[src/rtl/memory_bus_controller_if.sv]
// Bundle between the CPU-side request port and the external memory bus.
// The controller takes the master view; the environment takes the slave view.
interface memory_bus_controller_if;
   logic        clk_en;
   logic [15:0] addressIn;
   logic        req;
   logic        rw;
   logic [7:0]  wdata;
   logic [7:0]  rdata;
   logic        busy;
   logic        done;
   logic        busErr;
   logic [15:0] memAddr;
   logic [7:0]  memWdata;
   logic [7:0]  memRdata;
   logic        memOe;
   logic        memWe;
   logic        memWait;

   modport master (
      input  clk_en, addressIn, req, rw, wdata,
      input  memRdata, memWait,
      output rdata, busy, done, busErr,
      output memAddr, memWdata, memOe, memWe
   );

   modport slave (
      output clk_en, addressIn, req, rw, wdata,
      output memRdata, memWait,
      input  rdata, busy, done, busErr,
      input  memAddr, memWdata, memOe, memWe
   );
endinterface

[src/rtl/memory_bus_controller.sv]
// Four-phase external memory bus controller (IDLE/SETUP/ACCESS/DONE).
// Optional stall timeout with busErr is enabled by defining MEM_TIMEOUT_EN.
module memory_bus_controller #(
   parameter int unsigned WAIT_STATES    = 1,
   parameter int unsigned TIMEOUT_CYCLES = 255
) (
   input logic clk,
   input logic rst,
   memory_bus_controller_if.master bus
);

   localparam logic [1:0] IDLE   = 2'd0;
   localparam logic [1:0] SETUP  = 2'd1;
   localparam logic [1:0] ACCESS = 2'd2;
   localparam logic [1:0] DONE   = 2'd3;

   localparam logic [3:0] WS = 4'(WAIT_STATES);

   logic [1:0]  state_q, state_d;
   logic [3:0]  cnt_q, cnt_d;
   logic [15:0] addr_q, addr_d;
   logic        rw_q, rw_d;
   logic [7:0]  wdata_q, wdata_d;
   logic [7:0]  rdata_q, rdata_d;
   logic [7:0]  mwdata_q, mwdata_d;
   logic        busy_q, busy_d;
   logic        done_q, done_d;
   logic        oe_q, oe_d;
   logic        we_q, we_d;

`ifdef MEM_TIMEOUT_EN
   localparam logic [7:0] STALL_LAST = 8'(TIMEOUT_CYCLES - 1);
   logic [7:0] stall_q, stall_d;
   logic       err_q, err_d;
`endif

   always_comb begin
      state_d  = state_q;
      cnt_d    = cnt_q;
      addr_d   = addr_q;
      rw_d     = rw_q;
      wdata_d  = wdata_q;
      rdata_d  = rdata_q;
      mwdata_d = mwdata_q;
      busy_d   = busy_q;
      done_d   = done_q;
      oe_d     = oe_q;
      we_d     = we_q;
`ifdef MEM_TIMEOUT_EN
      stall_d  = stall_q;
      err_d    = err_q;
`endif
      unique case (state_q)
         IDLE: begin
            if (bus.req) begin
               state_d = SETUP;
               addr_d  = bus.addressIn;
               rw_d    = bus.rw;
               wdata_d = bus.wdata;
               busy_d  = 1'b1;
            end
         end
         SETUP: begin
            state_d  = ACCESS;
            cnt_d    = WS;
            oe_d     = rw_q;
            we_d     = ~rw_q;
            mwdata_d = rw_q ? 8'h00 : wdata_q;
`ifdef MEM_TIMEOUT_EN
            stall_d  = 8'h00;
`endif
         end
         ACCESS: begin
            if (cnt_q != 4'd0) begin
               cnt_d = cnt_q - 4'd1;
            end else if (!bus.memWait) begin
               state_d  = DONE;
               oe_d     = 1'b0;
               we_d     = 1'b0;
               mwdata_d = 8'h00;
               done_d   = 1'b1;
               if (rw_q) rdata_d = bus.memRdata;
            end
`ifdef MEM_TIMEOUT_EN
            // The stall that reaches the limit aborts; rdata is left untouched.
            else if (stall_q == STALL_LAST) begin
               state_d  = DONE;
               oe_d     = 1'b0;
               we_d     = 1'b0;
               mwdata_d = 8'h00;
               done_d   = 1'b1;
               err_d    = 1'b1;
            end else begin
               stall_d = stall_q + 8'd1;
            end
`endif
         end
         DONE: begin
            state_d = IDLE;
            busy_d  = 1'b0;
            done_d  = 1'b0;
`ifdef MEM_TIMEOUT_EN
            err_d   = 1'b0;
`endif
         end
         default: state_d = IDLE;
      endcase
   end

   always_ff @(posedge clk or posedge rst) begin
      if (rst) begin
         state_q  <= IDLE;
         cnt_q    <= 4'd0;
         addr_q   <= 16'hFFFC;
         rw_q     <= 1'b0;
         wdata_q  <= 8'h00;
         rdata_q  <= 8'h00;
         mwdata_q <= 8'h00;
         busy_q   <= 1'b0;
         done_q   <= 1'b0;
         oe_q     <= 1'b0;
         we_q     <= 1'b0;
`ifdef MEM_TIMEOUT_EN
         stall_q  <= 8'h00;
         err_q    <= 1'b0;
`endif
      end else if (bus.clk_en) begin
         state_q  <= state_d;
         cnt_q    <= cnt_d;
         addr_q   <= addr_d;
         rw_q     <= rw_d;
         wdata_q  <= wdata_d;
         rdata_q  <= rdata_d;
         mwdata_q <= mwdata_d;
         busy_q   <= busy_d;
         done_q   <= done_d;
         oe_q     <= oe_d;
         we_q     <= we_d;
`ifdef MEM_TIMEOUT_EN
         stall_q  <= stall_d;
         err_q    <= err_d;
`endif
      end
   end

   assign bus.rdata    = rdata_q;
   assign bus.busy     = busy_q;
   assign bus.done     = done_q;
   assign bus.memAddr  = addr_q;
   assign bus.memWdata = mwdata_q;
   assign bus.memOe    = oe_q;
   assign bus.memWe    = we_q;
`ifdef MEM_TIMEOUT_EN
   assign bus.busErr   = err_q;
`else
   assign bus.busErr   = 1'b0;
`endif

endmodule
[src/flat_wrapper.sv]
// flat-port wrapper written by rule: the top's interface ports become plain ports
module memory_bus_controller_flat 
#(
   parameter int unsigned WAIT_STATES    = 1,
   parameter int unsigned TIMEOUT_CYCLES = 255
)
  (clk, rst, bus_clk_en, bus_addressIn, bus_req, bus_rw, bus_wdata, bus_memRdata, bus_memWait, bus_rdata, bus_busy, bus_done, bus_busErr, bus_memAddr, bus_memWdata, bus_memOe, bus_memWe);
  memory_bus_controller_if bus_i ();
  input logic clk;
  input logic rst;
  input wire logic [$bits(bus_i.clk_en)-1:0] bus_clk_en;
  input wire logic [$bits(bus_i.addressIn)-1:0] bus_addressIn;
  input wire logic [$bits(bus_i.req)-1:0] bus_req;
  input wire logic [$bits(bus_i.rw)-1:0] bus_rw;
  input wire logic [$bits(bus_i.wdata)-1:0] bus_wdata;
  input wire logic [$bits(bus_i.memRdata)-1:0] bus_memRdata;
  input wire logic [$bits(bus_i.memWait)-1:0] bus_memWait;
  output wire logic [$bits(bus_i.rdata)-1:0] bus_rdata;
  output wire logic [$bits(bus_i.busy)-1:0] bus_busy;
  output wire logic [$bits(bus_i.done)-1:0] bus_done;
  output wire logic [$bits(bus_i.busErr)-1:0] bus_busErr;
  output wire logic [$bits(bus_i.memAddr)-1:0] bus_memAddr;
  output wire logic [$bits(bus_i.memWdata)-1:0] bus_memWdata;
  output wire logic [$bits(bus_i.memOe)-1:0] bus_memOe;
  output wire logic [$bits(bus_i.memWe)-1:0] bus_memWe;
  assign bus_i.clk_en = bus_clk_en;
  assign bus_i.addressIn = bus_addressIn;
  assign bus_i.req = bus_req;
  assign bus_i.rw = bus_rw;
  assign bus_i.wdata = bus_wdata;
  assign bus_i.memRdata = bus_memRdata;
  assign bus_i.memWait = bus_memWait;
  assign bus_rdata = bus_i.rdata;
  assign bus_busy = bus_i.busy;
  assign bus_done = bus_i.done;
  assign bus_busErr = bus_i.busErr;
  assign bus_memAddr = bus_i.memAddr;
  assign bus_memWdata = bus_i.memWdata;
  assign bus_memOe = bus_i.memOe;
  assign bus_memWe = bus_i.memWe;
  memory_bus_controller #(.WAIT_STATES(WAIT_STATES), .TIMEOUT_CYCLES(TIMEOUT_CYCLES)) u_core (.clk(clk), .rst(rst), .bus(bus_i));
endmodule
[config.mk]
export PLATFORM = sky130hd
export DESIGN_NAME = memory_bus_controller_flat
export DESIGN_NICKNAME = d
export VERILOG_FILES = /design/src/rtl/memory_bus_controller_if.sv /design/src/rtl/memory_bus_controller.sv /design/src/flat_wrapper.sv
export SDC_FILE = /design/constraint.sdc
export NUM_CORES = 1
export LEC_CHECK = 0
export ABC_AREA = 1
export BUFFER_PORTS_ARGS = -buffer_cell sky130_fd_sc_hd__buf_2
export CORE_MARGIN = 5
export CORE_UTILIZATION = 55
export CTS_BUF_LIST = sky130_fd_sc_hd__clkbuf_4
export DETAILED_ROUTE_END_ITERATION = 6
export PLACE_DENSITY = 0.91
export REMOVE_ABC_BUFFERS = 1
export SYNTH_ARGS = -nofsm -noshare
export SYNTH_HDL_FRONTEND = slang
export SYNTH_SLANG_ARGS = --single-unit
[constraint.sdc]
create_clock -name clk -period 4.05 [get_ports clk]
set_input_delay 0.405 -clock clk [delete_from_list [all_inputs] [get_ports clk]]
set_output_delay 0.405 -clock clk [all_outputs]
set_load 0.005 [all_outputs]
* Word level (Yosys, flattened, before mapping)
Index checks and enable logic that the tools add are counted. Widths: inputs -> output; s select.
Storage, ports and cells: memory bits (writable) 0, latch bits 0, bits in registers 51, bits in read-only memories 0, word-level logic and storage cells 53, output and inout bits 37, memories kept 0
Cells by class: bitwise logic cells 3, shift-type cells 0, mux-type cells 19, reduce and logical (&&, ||, !) cells 12, $add $sub $neg 1, eq/ne operators 7, div/mod/pow operators 0, $lt $le $gt $ge 0, $mul 0
Operators with widths (number):
- $mux 8 | 3
- $pmux 8 s2 | 1
- $reduce_and 4->1 | 3
- $reduce_and 3->1 | 3
- $pmux 1 s2 | 4
- $pmux 2 s4 | 1
- $pmux 4 s2 | 1
- $mux 2 | 3
- $ne 2x2->1 const B | 3
- $reduce_bool 2->1 | 3
- $mux 1 | 5
- $reduce_and 5->1 | 1
- $eq 2x2->1 const B | 2
- $mux 4 | 1
- $reduce_bool 4->1 | 1
- $sub 4x1->4 const B | 1
- $not 1->1 | 3
- $eq 2x1->1 const B | 1
- $logic_not 2->1 | 1
- $ne 2x1->1 const B | 1

* Longest topological paths before layout
Gate-level depths: netlist (run 1).
depth in word-level cells 3, gate-level depth with buffers 10, depth with buffers taken out 9

* Worst setup path after synthesis (run 1)
Ideal clock, no wire load.
path kind reg2reg, from register u_core.state_q[0], to register u_core.cnt_q[3], arrival time 1.326 ns, path slack 2.592 ns, stages on the path, launching flop included 7, library setup time 0.132 ns, cell sequence dfrtp_1 inv_1 ha_1 buf_2 or2_2 nand3_1 o21ai_0
Between the ends: cells in the longest elaborated chain, start to end 3
RTL lines:
- start: declaration | RTL line memory_bus_controller.sv:19 | logic [1:0] state_q, state_d;
- start signal: assignment | RTL line memory_bus_controller.sv:128 | state_q <= state_d;
- $eq 2x2->1 or $eq 2x1->1 (tied branches) | RTL line memory_bus_controller.sv:53 | unique case (state_q)
- $ne 2x1->1 (no source line) or $reduce_bool 2->1 (tied branches)
- $reduce_and 3->1 (no source line)
- end signal: assignment | RTL line memory_bus_controller.sv:129 | cnt_q <= cnt_d;
- end: declaration | RTL line memory_bus_controller.sv:20 | logic [3:0] cnt_q, cnt_d;
Several ways; a longest one is shown, not always the timed one. A chain may end at the register's enable or synchronous reset.

* Worst setup path in the final report (run 1)
from register u_core.state_q[0], to register u_core.rdata_q[4], in the netlist u_core.bus.rdata[4]
Between the ends: cells in the longest elaborated chain, start to end 2
RTL lines:
- $eq 2x2->1 | RTL line memory_bus_controller.sv:53
- $reduce_and 5->1 (no source line)
- end signal: assignment | RTL line memory_bus_controller.sv:133 | rdata_q <= rdata_d;
- end: declaration | RTL line memory_bus_controller.sv:24 | logic [7:0] rdata_q, rdata_d;
No other way between the ends.

==> results by group, run 1 <==
Power and ir drop
  – Static Leakage: around 1.5 nW
  – IR Drop Worst-Case VDD: roughly 0.00034 V
  – Switching power summed over all nets: 0.000710 W
  – Cell-internal power: ~0.0012 W
  – Part of the total power dissipated in combinational logic: 0.413
  – Cell Pwr Density: about 720 nW/µm²
  – Total power consumption of the routed design: 0.00195 W
  – Share of total power consumed by net switching: 0.364
  – Part of the power in registers: 0.470
  – Clock group share of total power: 0.117

CTS
  – Clock tree from TritonCTS: yes
  – Number of buffers inserted for hold repair after clock tree synthesis: 0
  – Clock buffer count from CTS: 5
  – Buffers inserted by post-CTS timing repair: 0
  – Number of gates resized after cts: 0
  – Worst-Skew Late Latency: around 370 ps
  – Number of H-tree levels: 2
  – Clock Path Buffers: 2
  – Clock root buffer: clkbuf_4
  – Total number of clock tree sinks: 51
  – Clock-pin slew reported for the worst setup and hold paths after clock tree synthesis: roughly 140 ps

STA
  – Final number of hold-violating endpoints: 0
  – Final number of setup-violating endpoints: 0
  – Number of slew-limit violations in the final report: 0
  – Hold Worst Slack: approximately 260 ps
  – Min Clock Period, post-route: 1740 ps
  – Worst slew pin tran: ~1000 ps
  – Slew HR: 0.323
  – Final setup TNS: 0 ps
  – Unrepaired setup endpoints after global routing: false
  – Clock skew after layout: around 5.5 ps
  – Final critical-path share of the clock period: 0.429
  – Highest clock rate: 0.576 GHz

Critical path
  – Top cell by count, worst path: nand2_1
  – Critical path data arrival time: 2000 ps
  – CP max stage delay: between 400 and 500 ps
  – Worst setup path endpoint: u_core.bus.rdata[4]
  – Critical-path cell with the highest stage delay: dfrtp_1
  – CP required: around 4300 ps
  – CP bufs+invs: 1
  – Reg-to-reg startpoint: u_core.state_q[0]
  – Highest net fanout along the worst path: 9
  – Cell count of the worst reg-to-reg path: 7
  – Worst setup slack for register-to-register paths: roughly 2300 ps
  – Critical path startpoint: u_core.state_q[0]
  – CP Cell Sequence: inv_1, ha_1, nand2_1, nor3_4, nand2_4, nand2_1, nand2_1
  – Number of stages on the worst setup path: 7
  – Delay-heaviest family, CP: simple AND/OR/NAND/NOR gates
  – Startpoint type of the worst setup path: flip-flop
  – Type of destination of the critical path: flip-flop
  – Worst reg2reg path endpoint: u_core.bus.rdata[4]
  – WS Path Type: reg2reg

Flow run
  – Number of maximum-capacitance constraint violations: 0

Run status
  – Status: finished clean

Global routing
  – Largest net degree at the start of global routing: 52
  – Overall routing resource usage: 0.178
  – Number of global-route vias before repair: 1708
  – Total overflow reported by the global router: 0
  – First-pass GRT wire length: around 7500 µm
  – Initial antenna violation count: 0

Finish
  – Number of standard cells in the final layout excluding fillers: between 300 and 400
  – P&R area growth vs syn: 19.2%
  – Antenna fix cells: 0
  – Layout net count: ~340
  – Design area: between 2000 and 3000 µm²
  – Share of cells above drive strength 1: 0.411
  – # fillers: 318

Floorplan
  – Core Footprint: 4000 µm²
  – Io pins: 75
  – Die width: 74.2 µm
  – DIE AREA: roughly 5500 µm²
  – Initial cell density of the core: 0.567
  – Standard-cell rows: 23
  – Chip Height: between 70 and 80 µm

Synthesis
  – Synthesized cell area: around 2300 µm²
  – Synthesized area divided by synthesized cell count: approximately 10 µm²
  – Number of distinct library cell variants in the gate-level netlist after synthesis: 27
  – Sequential share of the synthesized area: 0.571
  – Flops & latches, synth: a little over 50
  – YS warnings: 0
  – Synthesized instance count: around 220

Drt
  – Antenna Violating Nets Remaining: 0
  – DRT iter0 DRCs: 61
  – Via count: ~1700
  – Post-detailed-route wirelength per cell: ~13 µm
  – Vias per std cell: 4.99
  – Pre-antenna DRT Iters: 4
  – DRC errors left: 0
  – Routed WL: roughly 4500 µm

Place
  – Placed insts: 334
  – # port buffers: between 70 and 80
  – DPL Wire Length: between 3000 and 4000 µm
  – Placed Area: about 2600 µm²
  – GPL Wtd Cong: 0.803

Min path
  – Worst hold-check path type: in2async
[flip-flops by register name, summed over array words and instances (netlist names)]
register and cells:
u_core.bus.done 1, u_core.bus.memOe 1, u_core.bus.memWdata 8, u_core.bus.busy 1
u_core.rw_q 1, u_core.bus.memAddr 16, u_core.cnt_q 4, u_core.wdata_q 8
u_core.bus.memWe 1, u_core.bus.rdata 8, u_core.state_q 2
[layout make-up]
class | instances | area [µm²] | area share
Multi-Input combinational cell | 135 | 830 | 0.307
Inverter | 25 | 93.8 | 0.0347
Clock inverter | 2 | 12.5 | 0.00463
Tap cell | 50 | 62.6 | 0.0231
Timing Repair Buffer | 73 | 365 | 0.135
Sequential cell | 51 | 1290 | 0.479
Clock buffer | 6 | 45.0 | 0.0167
[worst reg2reg max path, stage by stage (launching register included)]
cell	delay [ps]
dfrtp_1	440
inv_1	120
ha_1	310
nand2_1	130
nor3_4	350
nand2_4	140
nand2_1	90
nand2_1	60
[worst min path at each step]
stage          slack, ps  cells after the start               endpoint                 from
2_1_floorplan        470                      2       u_core.bus.memWe     u_core.bus.memWe
3_3_place_gp         450                      2    u_core.bus.rdata[4]  u_core.bus.rdata[4]
3_5_place_dp         460                      2    u_core.bus.rdata[1]  u_core.bus.rdata[1]
4_1_cts              240                      2  u_core.bus.memAddr[6]     bus_addressIn[6]
5_1_grt              220                      2  u_core.bus.memAddr[6]     bus_addressIn[6]
6_report             260                      2  u_core.bus.memAddr[0]                  rst
[placed cells by master (no fill, tap or decap), drive strengths merged, types with 3 or more instances in the layout]
cell	instances
inv	24
a21oi	9
dfrtp	37
o21ai	16
or2	3
nand3	18
dfstp	14
nand2	50
buf	73
ha	6
clkinv	3
clkbuf	6
mux2	16
nor2	13
[power groups by stage]
stage          clock, W  combinational, W  sequential (W)
2_1_floorplan         0          0.000500        0.000925
3_3_place_gp          0          0.000773        0.000910
3_5_place_dp          0          0.000819        0.000923
4_1_cts        0.000239          0.000818        0.000915
5_1_grt        0.000264          0.000904        0.000943
6_report       0.000229          0.000804        0.000915
[cells by family after synthesis]
kind of cell,count (synthesis),share of synthesized area
compound gates,25,0.0552
buf+inv,31,0.0635
mux,16,0.0977
flops,51,0.571
xor+xnor,1,0.00386
other cells,1,0.00165
fa+ha+maj,6,0.0331
simple gates,86,0.174
[cell usage after synthesis]
cell type,count,area (µm²)
nand2_1,49,184
dfrtp_1,37,926
inv_1,23,86.3
nand3_1,16,80.1
dfstp_2,14,368
nor2_1,12,45.0
mux2_4,11,165
a21oi_1,9,45.0
o21ai_1,9,45.0
o21ai_0,7,35.0
ha_1,6,75.1
mux2_2,5,56.3
buf_6,3,33.8
or2_2,3,18.8
buf_1,1,3.75
buf_2,1,5.00
buf_4,1,7.51
clkinv_1,1,3.75
conb_1,1,3.75
inv_2,1,3.75
nand2_4,1,11.3
nand3_2,1,10.0
nand3_4,1,17.5
nand4_1,1,6.26
nor2_2,1,6.26
nor3_4,1,16.3
xor2_1,1,8.76
[per-layer routing]
layer | vias up | track usage | wire, µm
met5 | - | 0 | 0
met4 | 0 | 0.0543 | 47
met3 | 5 | 0.0486 | 264
met2 | 44 | 0.318 | 2330
met1 | 819 | 0.207 | 1890
li1 | 840 | - | -
[metrics by stage]
step                worst slack [ps]  utilization
floorplan                       2440            -
finish                          2310        0.676
detailed placement              2310        0.661
CTS                             2290        0.676
global placement                2380        0.661
global route                    2150        0.676
No activity file was read; power rests on OpenSTA's default activity.
==> inputs of run 2 (changes only) <==
Settings changed: ABC_AREA 1 to 0, CORE_UTILIZATION 55 to 47, PLACE_DENSITY 0.91 to 0.83.
Clock period 4.05 ns to 1.5 ns, I/O delays scaled along.
==> run 2 against run 1 <==
Count of clock-buffer cells in the layout decreased by 1. Global-route usage grew 1.3 points. Synthesized cell count fell by 21%. Clock skew grew 0.56 ps. Worst hold slack worse by 240 ps. The flow now finishes with violations (setup timing). Largest power group is now combinational logic.
==> results by group, run 2 <==
Run status
  – Status: finished with violations (was finished clean)
  – Failing checks: setup timing

STA
  – Final number of setup-violating endpoints: 22 (was 0)
  – Hold Worst Slack: 16.2 ps (was 256 ps)
  – Min Clock Period, post-route: 1790 ps (was 1740 ps)
  – Highest clock rate: 0.559 GHz (was 0.576 GHz)
  – Final number of hold-violating endpoints: 0 (unchanged)
  – Final Worst Setup Slack: -288 ps (was 2310 ps)
  – Unrepaired setup endpoints after global routing: true (was false)
  – Final critical-path share of the clock period: 1.19 (was 0.429)
  – Clock skew after layout: 6.07 ps (was 5.50 ps)
  – Number of slew-limit violations in the final report: 0 (unchanged)

Floorplan
  – Chip Height: 78.8 µm (was 74.2 µm)
  – Standard-cell rows: 25 (was 23)
  – Io pins: 75 (unchanged)
  – DIE AREA: 6210 µm² (was 5510 µm²)
  – Die width: 78.8 µm (was 74.2 µm)
  – Core Footprint: 4660 µm² (was 4000 µm²)
  – Initial cell density of the core: 0.477 (was 0.567)

Global routing
  – Largest net degree at the start of global routing: 52 (unchanged)
  – GRT busiest layer: met2 (unchanged)
  – Total overflow reported by the global router: 0 (unchanged)
  – Initial antenna violation count: 0 (unchanged)
  – Number of global-route vias before repair: 1831 (was 1708)
  – First-pass GRT wire length: 9190 µm (was 7480 µm)
  – Routing usage on met1: 0.233 (was 0.207)
  – Met3 capacity usage during global routing: 0.0329 (was 0.0486)
  – Met2 track utilization from global routing: 0.340 (was 0.318)
  – Overall routing resource usage: 0.191 (was 0.178)

Drt
  – Pre-antenna DRT Iters: 6 (was 4)
  – DRC errors left: 0 (unchanged)
  – Antenna Violating Nets Remaining: 0 (unchanged)
  – Post-detailed-route wirelength per cell: 17.3 µm (was 13.2 µm)
  – DRT iter0 DRCs: 91 (was 61)
  – Routed WL: 6140 µm (was 4530 µm)
  – Via count: 1840 (was 1708)
  – Vias per std cell: 5.20 (was 4.99)

Finish
  – P&R area growth vs syn: 54.9% (was 19.2%)
  – Layout net count: 343 (was 335)
  – Number of standard cells in the final layout excluding fillers: 354 (was 342)
  – Design area: 3440 µm² (was 2700 µm²)
  – Max FFs per register: 16 (unchanged)
  – Share of cells above drive strength 1: 0.607 (was 0.411)
  – Antenna fix cells: 0 (unchanged)
  – Commonest cells after routing, fill and taps aside: buf_2 (73), dfrtp_1 (37), dlygate4sd3_1 (31) (was buf_2 (73), nand2_1 (49), dfrtp_1 (37))
  – Leading cell type in the layout, fill and taps excluded: buf_2 (unchanged)

Synthesis
  – Top post-synthesis cells by area: dfrtp_1 (42%), dfstp_2 (17%), mux2_2 (13%) (was dfrtp_1 (41%), dfstp_2 (16%), nand2_1 (8.1%))
  – Xor-xnor portion of the synthesized cell area: 0 (was 0.00386)
  – YS warnings: 0 (unchanged)
  – Synth Area in Adders: 0.0338 (was 0.0331)
  – Flops & latches, synth: 51 (unchanged)
  – Synthesized area divided by synthesized cell count: 13.0 µm² (was 10.4 µm²)
  – Largest family of logic cells by synthesized area: multiplexers (was simple AND/OR/NAND/NOR gates)
  – Simple-gate portion of the synthesized area: 0.0709 (was 0.174)
  – Synthesized cell area: 2220 µm² (was 2270 µm²)
  – Portion of synthesized cell area occupied by the leading cell type: 0.416 (was 0.408)
  – Synthesized instance count: 171 (was 217)
  – Proportion of synthesized area in mux cells: 0.183 (was 0.0977)
  – Number of distinct library cell variants in the gate-level netlist after synthesis: 37 (was 27)
  – Most instantiated cells after synthesis: dfrtp_1 (37), mux2_2 (25), inv_1 (16) (was nand2_1 (49), dfrtp_1 (37), inv_1 (23))
  – Library cell with the largest summed area after synthesis: dfrtp_1 (unchanged)
  – Compound-Gate Fraction of Synth Area: 0.0861 (was 0.0552)
  – Number of enable flip-flop cells after synthesis: 0 (unchanged)
  – Top-count cell post-synth: dfrtp_1 (was nand2_1)
  – Sequential share of the synthesized area: 0.582 (was 0.571)
  – Dominant synthesized flop cell: dfrtp_1 (unchanged)
  – Synth async-reset ratio: 1.00 (unchanged)

Critical path
  – Type of destination of the critical path: flip-flop (unchanged)
  – CP Cell Sequence: inv_2, ha_4, or4b_4, a211o_1, mux2_4 (was inv_1, ha_1, nand2_1, nor3_4, nand2_4, nand2_1, nand2_1)
  – WS Path Type: reg2reg (unchanged)
  – CP required: 1770 ps (was 4310 ps)
  – Critical-path cell with the highest stage delay: or4b_4 (was dfrtp_1)
  – Highest net fanout along the worst path: 2 (was 9)
  – Startpoint type of the worst setup path: flip-flop (unchanged)
  – Critical path data arrival time: 2060 ps (was 2000 ps)
  – CP max stage delay: 460 ps (was 440 ps)
  – Worst setup slack for register-to-register paths: -290 ps (was 2310 ps)

Power and ir drop
  – Static Leakage: 1.68 nW (was 1.50 nW)
  – Cell Pwr Density: 1830 nW/µm² (was 720 nW/µm²)
  – IR Drop Worst-Case VDD: 0.00107 V (was 0.000342 V)

CTS
  – Clock tree from TritonCTS: yes (unchanged)
  – Clock Path Buffers: 2 (unchanged)
  – Clock-pin slew reported for the worst setup and hold paths after clock tree synthesis: 150 ps (was 140 ps)
  – Number of H-tree levels: 2 (unchanged)
  – Clock buffer count from CTS: 5 (unchanged)
  – Worst-Skew Late Latency: 370 ps (about the same)
  – Total number of clock tree sinks: 51 (unchanged)
  – Clock root buffer: clkbuf_4 (unchanged)

Place
  – Placed insts: 306 (was 334)
  – GPL Wtd Cong: 0.767 (was 0.803)
  – # port buffers: 73 (unchanged)
  – DPL Wire Length: 3280 µm (was 3400 µm)
  – Placed Area: 2780 µm² (was 2650 µm²)
  – Post-placement setup slack: -325 ps (was 2310 ps)

Flow run
  – Number of maximum-capacitance constraint violations: 0 (unchanged)

Min path
  – Worst hold-check path type: in2reg (was in2async)
==> run 2: kinds of logic after synthesis <==
kind of cell | Yosys count
flops | 51
mux | 36
compound gates | 27
simple gates | 26
buf+inv | 24
fa+ha+maj | 6
other cells | 1
==> run 2: path summary, 6_finish.rpt <==
path                                     start                     end  cells after the start
setup / recovery               u_core.cnt_q[1]       u_core.state_q[1]                      5
hold / removal                    bus_wdata[3]       u_core.wdata_q[3]                      2
setup reg to reg               u_core.cnt_q[1]       u_core.state_q[1]                      5
hold reg to reg            u_core.bus.rdata[6]     u_core.bus.rdata[6]                      1
max in group asynchronous                  rst  u_core.bus.memAddr[14]                      4
min in group asynchronous                  rst     u_core.bus.rdata[7]                      4
==> run 2: per-layer routing <==
layer	wire, µm	share of wire
met2	3300	0.54
met1	2430	0.40
met5	0	0
met3	245	0.040
met4	165	0.027
==> run 2: area by class of cell <==
cell class / instances / area [µm²]
Sequential cell: 51 / 1290
Fill cell: 292 / 1220
Multi-Input combinational cell: 97 / 1050
Timing Repair Buffer: 128 / 920
Tap cell: 54 / 67.6
Inverter: 16 / 60.1
Clock buffer: 5 / 37.5
Clock inverter: 3 / 18.8
==> run 2: critical path, delay by kind of cell (launching register included) <==
kind	cells	cell delay, ps
and+or+nand+nor	1	460
DFF	1	430
buffers and inverters	1	80
AOI/OAI and AO/OA	1	300
muxes	1	300
adders and majority gates	1	120
==> run 2: timing repair <==
item	4_1_cts	5_1_grt
endpoints found under the setup margin	29	41
hold buffers	23	8
gates resized for setup	32	18
setup buffers	5	3
cloned	3	0
pin swaps	4	14
hold endpoints to repair	59	8
==> run 2: per-stage QoR <==
stage	util	TNS, ps	total power (W)
floorplan	-	-11760	0.00367
global placement	0.596	-3260	0.00458
detailed placement	0.596	-4440	0.00470
CTS	0.697	-2340	0.00590
global route	0.739	-4340	0.00674
finish	0.739	-3150	0.00632
==> run 2: power by group <==
group	switching (W)	internal [W]	total, W	leakage, nW
registers	0.000363	0.00214	0.00250	0.614
clock network	0.000440	0.000185	0.000625	0.0354
logic	0.00142	0.00177	0.00319	1.03
==> inputs of run 3 (changes only) <==
Settings changed: CELL_PAD_IN_SITES_DETAIL_PLACEMENT set to 1, CELL_PAD_IN_SITES_GLOBAL_PLACEMENT set to 1, CORE_UTILIZATION 47 to 36, PLACE_DENSITY 0.83 to 0.82.
==> run 3 against run 2 <==
Via count increased by 4.0%. Highest routed layer unchanged. Final cell count rose by 8.2%. Routed wire length is 12% higher. First-iteration DRC count fell by 71%. The flow still finishes with violations (setup timing). Die area rose by 26%. Critical path type unchanged. Sequential share of layout area decreased by 1.5 points. Flip-flop and latch count stayed put. Non-clock buffer count grew 9. Critical endpoint unchanged. Clock skew up 11 ps.
==> results by group, run 3 (synthesis results as in run 2) <==
Run status
  – Status: finished with violations (unchanged)
  – Failing checks: setup timing (unchanged)

Drt
  – Routed WL: 6890 µm (was 6140 µm)
  – DRC errors left: 0 (unchanged)
  – Via count: 1914 (was 1840)
  – DRT iter0 DRCs: 26 (was 91)
  – Vias per std cell: 5.00 (was 5.20)
  – Antenna Violating Nets Remaining: 0 (unchanged)
  – Post-detailed-route wirelength per cell: 18.0 µm (was 17.3 µm)
  – Pre-antenna DRT Iters: 5 (was 6)

Critical path
  – Worst reg2reg path endpoint: u_core.state_q[1] (unchanged)
  – Type of destination of the critical path: flip-flop (unchanged)
  – CP required: 1780 ps (was 1770 ps)
  – Cell count of the worst reg-to-reg path: 5 (unchanged)
  – WS Path Type: reg2reg (unchanged)
  – Critical-path cell with the highest stage delay: or4b_4 (unchanged)
  – Worst setup slack for register-to-register paths: -310 ps (was -290 ps)
  – Startpoint type of the worst setup path: flip-flop (unchanged)
  – Reg-to-reg startpoint: u_core.cnt_q[1] (unchanged)
  – CP Cell Sequence: inv_2, ha_4, or4b_4, a211o_1, mux2_4 (unchanged)
  – CP max stage delay: 470 ps (was 460 ps)
  – Critical path data arrival time: 2090 ps (was 2060 ps)
  – Highest net fanout along the worst path: 3 (was 2)

Finish
  – Max FFs per register: 16 (unchanged)
  – Commonest cells after routing, fill and taps aside: buf_2 (73), dfrtp_1 (37), dlygate4sd3_1 (33) (was buf_2 (73), dfrtp_1 (37), dlygate4sd3_1 (31))
  – Leading cell type in the layout, fill and taps excluded: buf_2 (unchanged)
  – P&R area growth vs syn: 61.3% (was 54.9%)
  – Share of cells above drive strength 1: 0.627 (was 0.607)
  – Antenna fix cells: 0 (unchanged)
  – Design area: 3590 µm² (was 3440 µm²)
  – Layout net count: 351 (was 343)

Power and ir drop
  – Share of total power consumed by net switching: 0.351 (about the same)
  – Static Leakage: 1.72 nW (was 1.68 nW)
  – Cell-internal power: 0.00438 W (was 0.00410 W)
  – Total power consumption of the routed design: 0.00675 W (was 0.00632 W)
  – Switching power summed over all nets: 0.00237 W (was 0.00222 W)
  – Part of the power in registers: 0.371 (was 0.396)
  – Cell Pwr Density: 1880 nW/µm² (was 1830 nW/µm²)
  – IR Drop Worst-Case VDD: 0.000834 V (was 0.00107 V)
  – Clock group share of total power: 0.123 (was 0.099)
  – Part of the total power dissipated in combinational logic: 0.505 (about the same)

CTS
  – Clock Path Buffers: 2 (unchanged)
  – Clock buffer count from CTS: 5 (unchanged)
  – Clock root buffer: clkbuf_4 (unchanged)
  – Total number of clock tree sinks: 51 (unchanged)
  – Worst-Skew Late Latency: 380 ps (was 370 ps)
  – Clock tree from TritonCTS: yes (unchanged)
  – Clock-pin slew reported for the worst setup and hold paths after clock tree synthesis: 160 ps (was 150 ps)
  – Number of H-tree levels: 2 (unchanged)

Min path
  – Origin of the worst min-delay path: bus_wdata[0] (was bus_wdata[3])
  – Destination of the worst hold path: u_core.wdata_q[0] (was u_core.wdata_q[3])
  – Hold Crit Depth: 2 (unchanged)
  – Worst hold-check path type: in2reg (unchanged)

Floorplan
  – Core Footprint: 5960 µm² (was 4660 µm²)
  – Io pins: 75 (unchanged)
  – DIE AREA: 7850 µm² (was 6210 µm²)
  – Chip Height: 88.6 µm (was 78.8 µm)
  – Die width: 88.6 µm (was 78.8 µm)
  – Standard-cell rows: 28 (was 25)
  – Initial cell density of the core: 0.373 (was 0.477)

Place
  – Placed Area: 2850 µm² (was 2780 µm²)
  – # port buffers: 73 (unchanged)
  – GPL Wtd Cong: 0.886 (was 0.767)
  – DPL Wire Length: 4180 µm (was 3280 µm)

STA
  – Number of slew-limit violations in the final report: 0 (unchanged)
  – Highest clock rate: 0.551 GHz (was 0.559 GHz)
  – Final critical-path share of the clock period: 1.21 (was 1.19)
  – Min Clock Period, post-route: 1810 ps (was 1790 ps)
  – Final number of setup-violating endpoints: 24 (was 22)
  – Final number of hold-violating endpoints: 0 (unchanged)
  – Unrepaired setup endpoints after global routing: true (unchanged)
  – Final Worst Setup Slack: -314 ps (was -288 ps)
  – Clock skew after layout: 17.0 ps (was 6.07 ps)

Global routing
  – Initial antenna violation count: 0 (unchanged)
  – Overall routing resource usage: 0.172 (was 0.191)
  – First-pass GRT wire length: 10300 µm (was 9190 µm)
  – Largest net degree at the start of global routing: 35 (was 52)
  – Number of global-route vias before repair: 2150 (was 1831)
  – Total overflow reported by the global router: 0 (unchanged)

Flow run
  – Number of maximum-capacitance constraint violations: 0 (unchanged)
==> run 3: cell count changes in the layout (fill, tap and decap cells not counted), sizes merged <==
cell / before / now
clkinv: 2 / 0
bufinv: 0 / 1
buf: 97 / 104
clkinvlp: 0 / 1
and2: 2 / 1
dlygate4sd3: 31 / 33
==> run 3: cell type report <==
class / instances / area (µm²)
Sequential cell: 51 / 1290
Clock buffer: 5 / 37.5
Clock inverter: 3 / 46.3
Inverter: 16 / 60.1
Timing Repair Buffer: 137 / 981
Multi-Input combinational cell: 96 / 1070
Tap cell: 75 / 93.8
Fill cell: 623 / 2370
==> run 3: what timing repair did <==
action | CTS | global route
setup endpoints to repair | 25 | 50
gates resized for setup | 36 | 14
buffers inserted | 8 | 4
pin swaps | 8 | 6
hold buffers | 31 | 2
endpoints found under the hold margin | 46 | 2
==> run 3: worst max-delay path by stage <==
stage	startpoint	end	slack, ps	cells past startpoint
2_1_floorplan	u_core.state_q[0]	u_core.bus.memAddr[0]	-390	4
3_3_place_gp	u_core.cnt_q[1]	u_core.state_q[1]	-360	5
3_5_place_dp	u_core.cnt_q[1]	u_core.state_q[1]	-400	5
4_1_cts	u_core.cnt_q[1]	u_core.state_q[1]	-270	5
5_1_grt	u_core.cnt_q[1]	u_core.state_q[1]	-350	5
6_report	u_core.cnt_q[1]	u_core.state_q[1]	-310	5
==> run 3: power by group through the flow <==
stage                     Sequential [W]  Clock (W)  Combinational [W]
after floorplan                  0.00252          0            0.00115
after global placement           0.00242          0            0.00226
after detailed placement         0.00247          0            0.00239
after CTS                        0.00247   0.000853            0.00302
after global routing             0.00258   0.000920            0.00368
final                            0.00251   0.000832            0.00341
==> run 3: per-layer routing <==
metal | vias up | GRT usage | part of all wire
li1 | 873 | - | -
met1 | 955 | 0.191 | 0.39
met2 | 69 | 0.324 | 0.54
met3 | 17 | 0.0354 | 0.055
met4 | 0 | 0.0577 | 0.019
met5 | - | 0 | 0
==> run 3: worst max-delay path: cells and delay by family, from the launching register on <==
kind	cells	cell delay, ps
AOI/OAI and AO/OA	1	300
adders and majority gates	1	140
buffers and inverters	1	90
DFF	1	430
muxes	1	300
and+or+nand+nor	1	470
==> run 3: stage by stage <==
| step | setup TNS [ps] | util | cells | hold slack, ps | worst slack (ps) |
|---|---|---|---|---|---|
| finish | -3590 | 0.602 | 383 | 28.3 | -314 |
| CTS | -2710 | 0.579 | 377 | 0.441 | -269 |
| global placement | -2140 | 0.478 | 331 | 165 | -358 |
| floorplan | -11760 | - | 163 | 285 | -390 |
| global route | -5040 | 0.602 | 383 | 11.2 | -353 |
| detailed placement | -3770 | 0.478 | 331 | 177 | -400 |
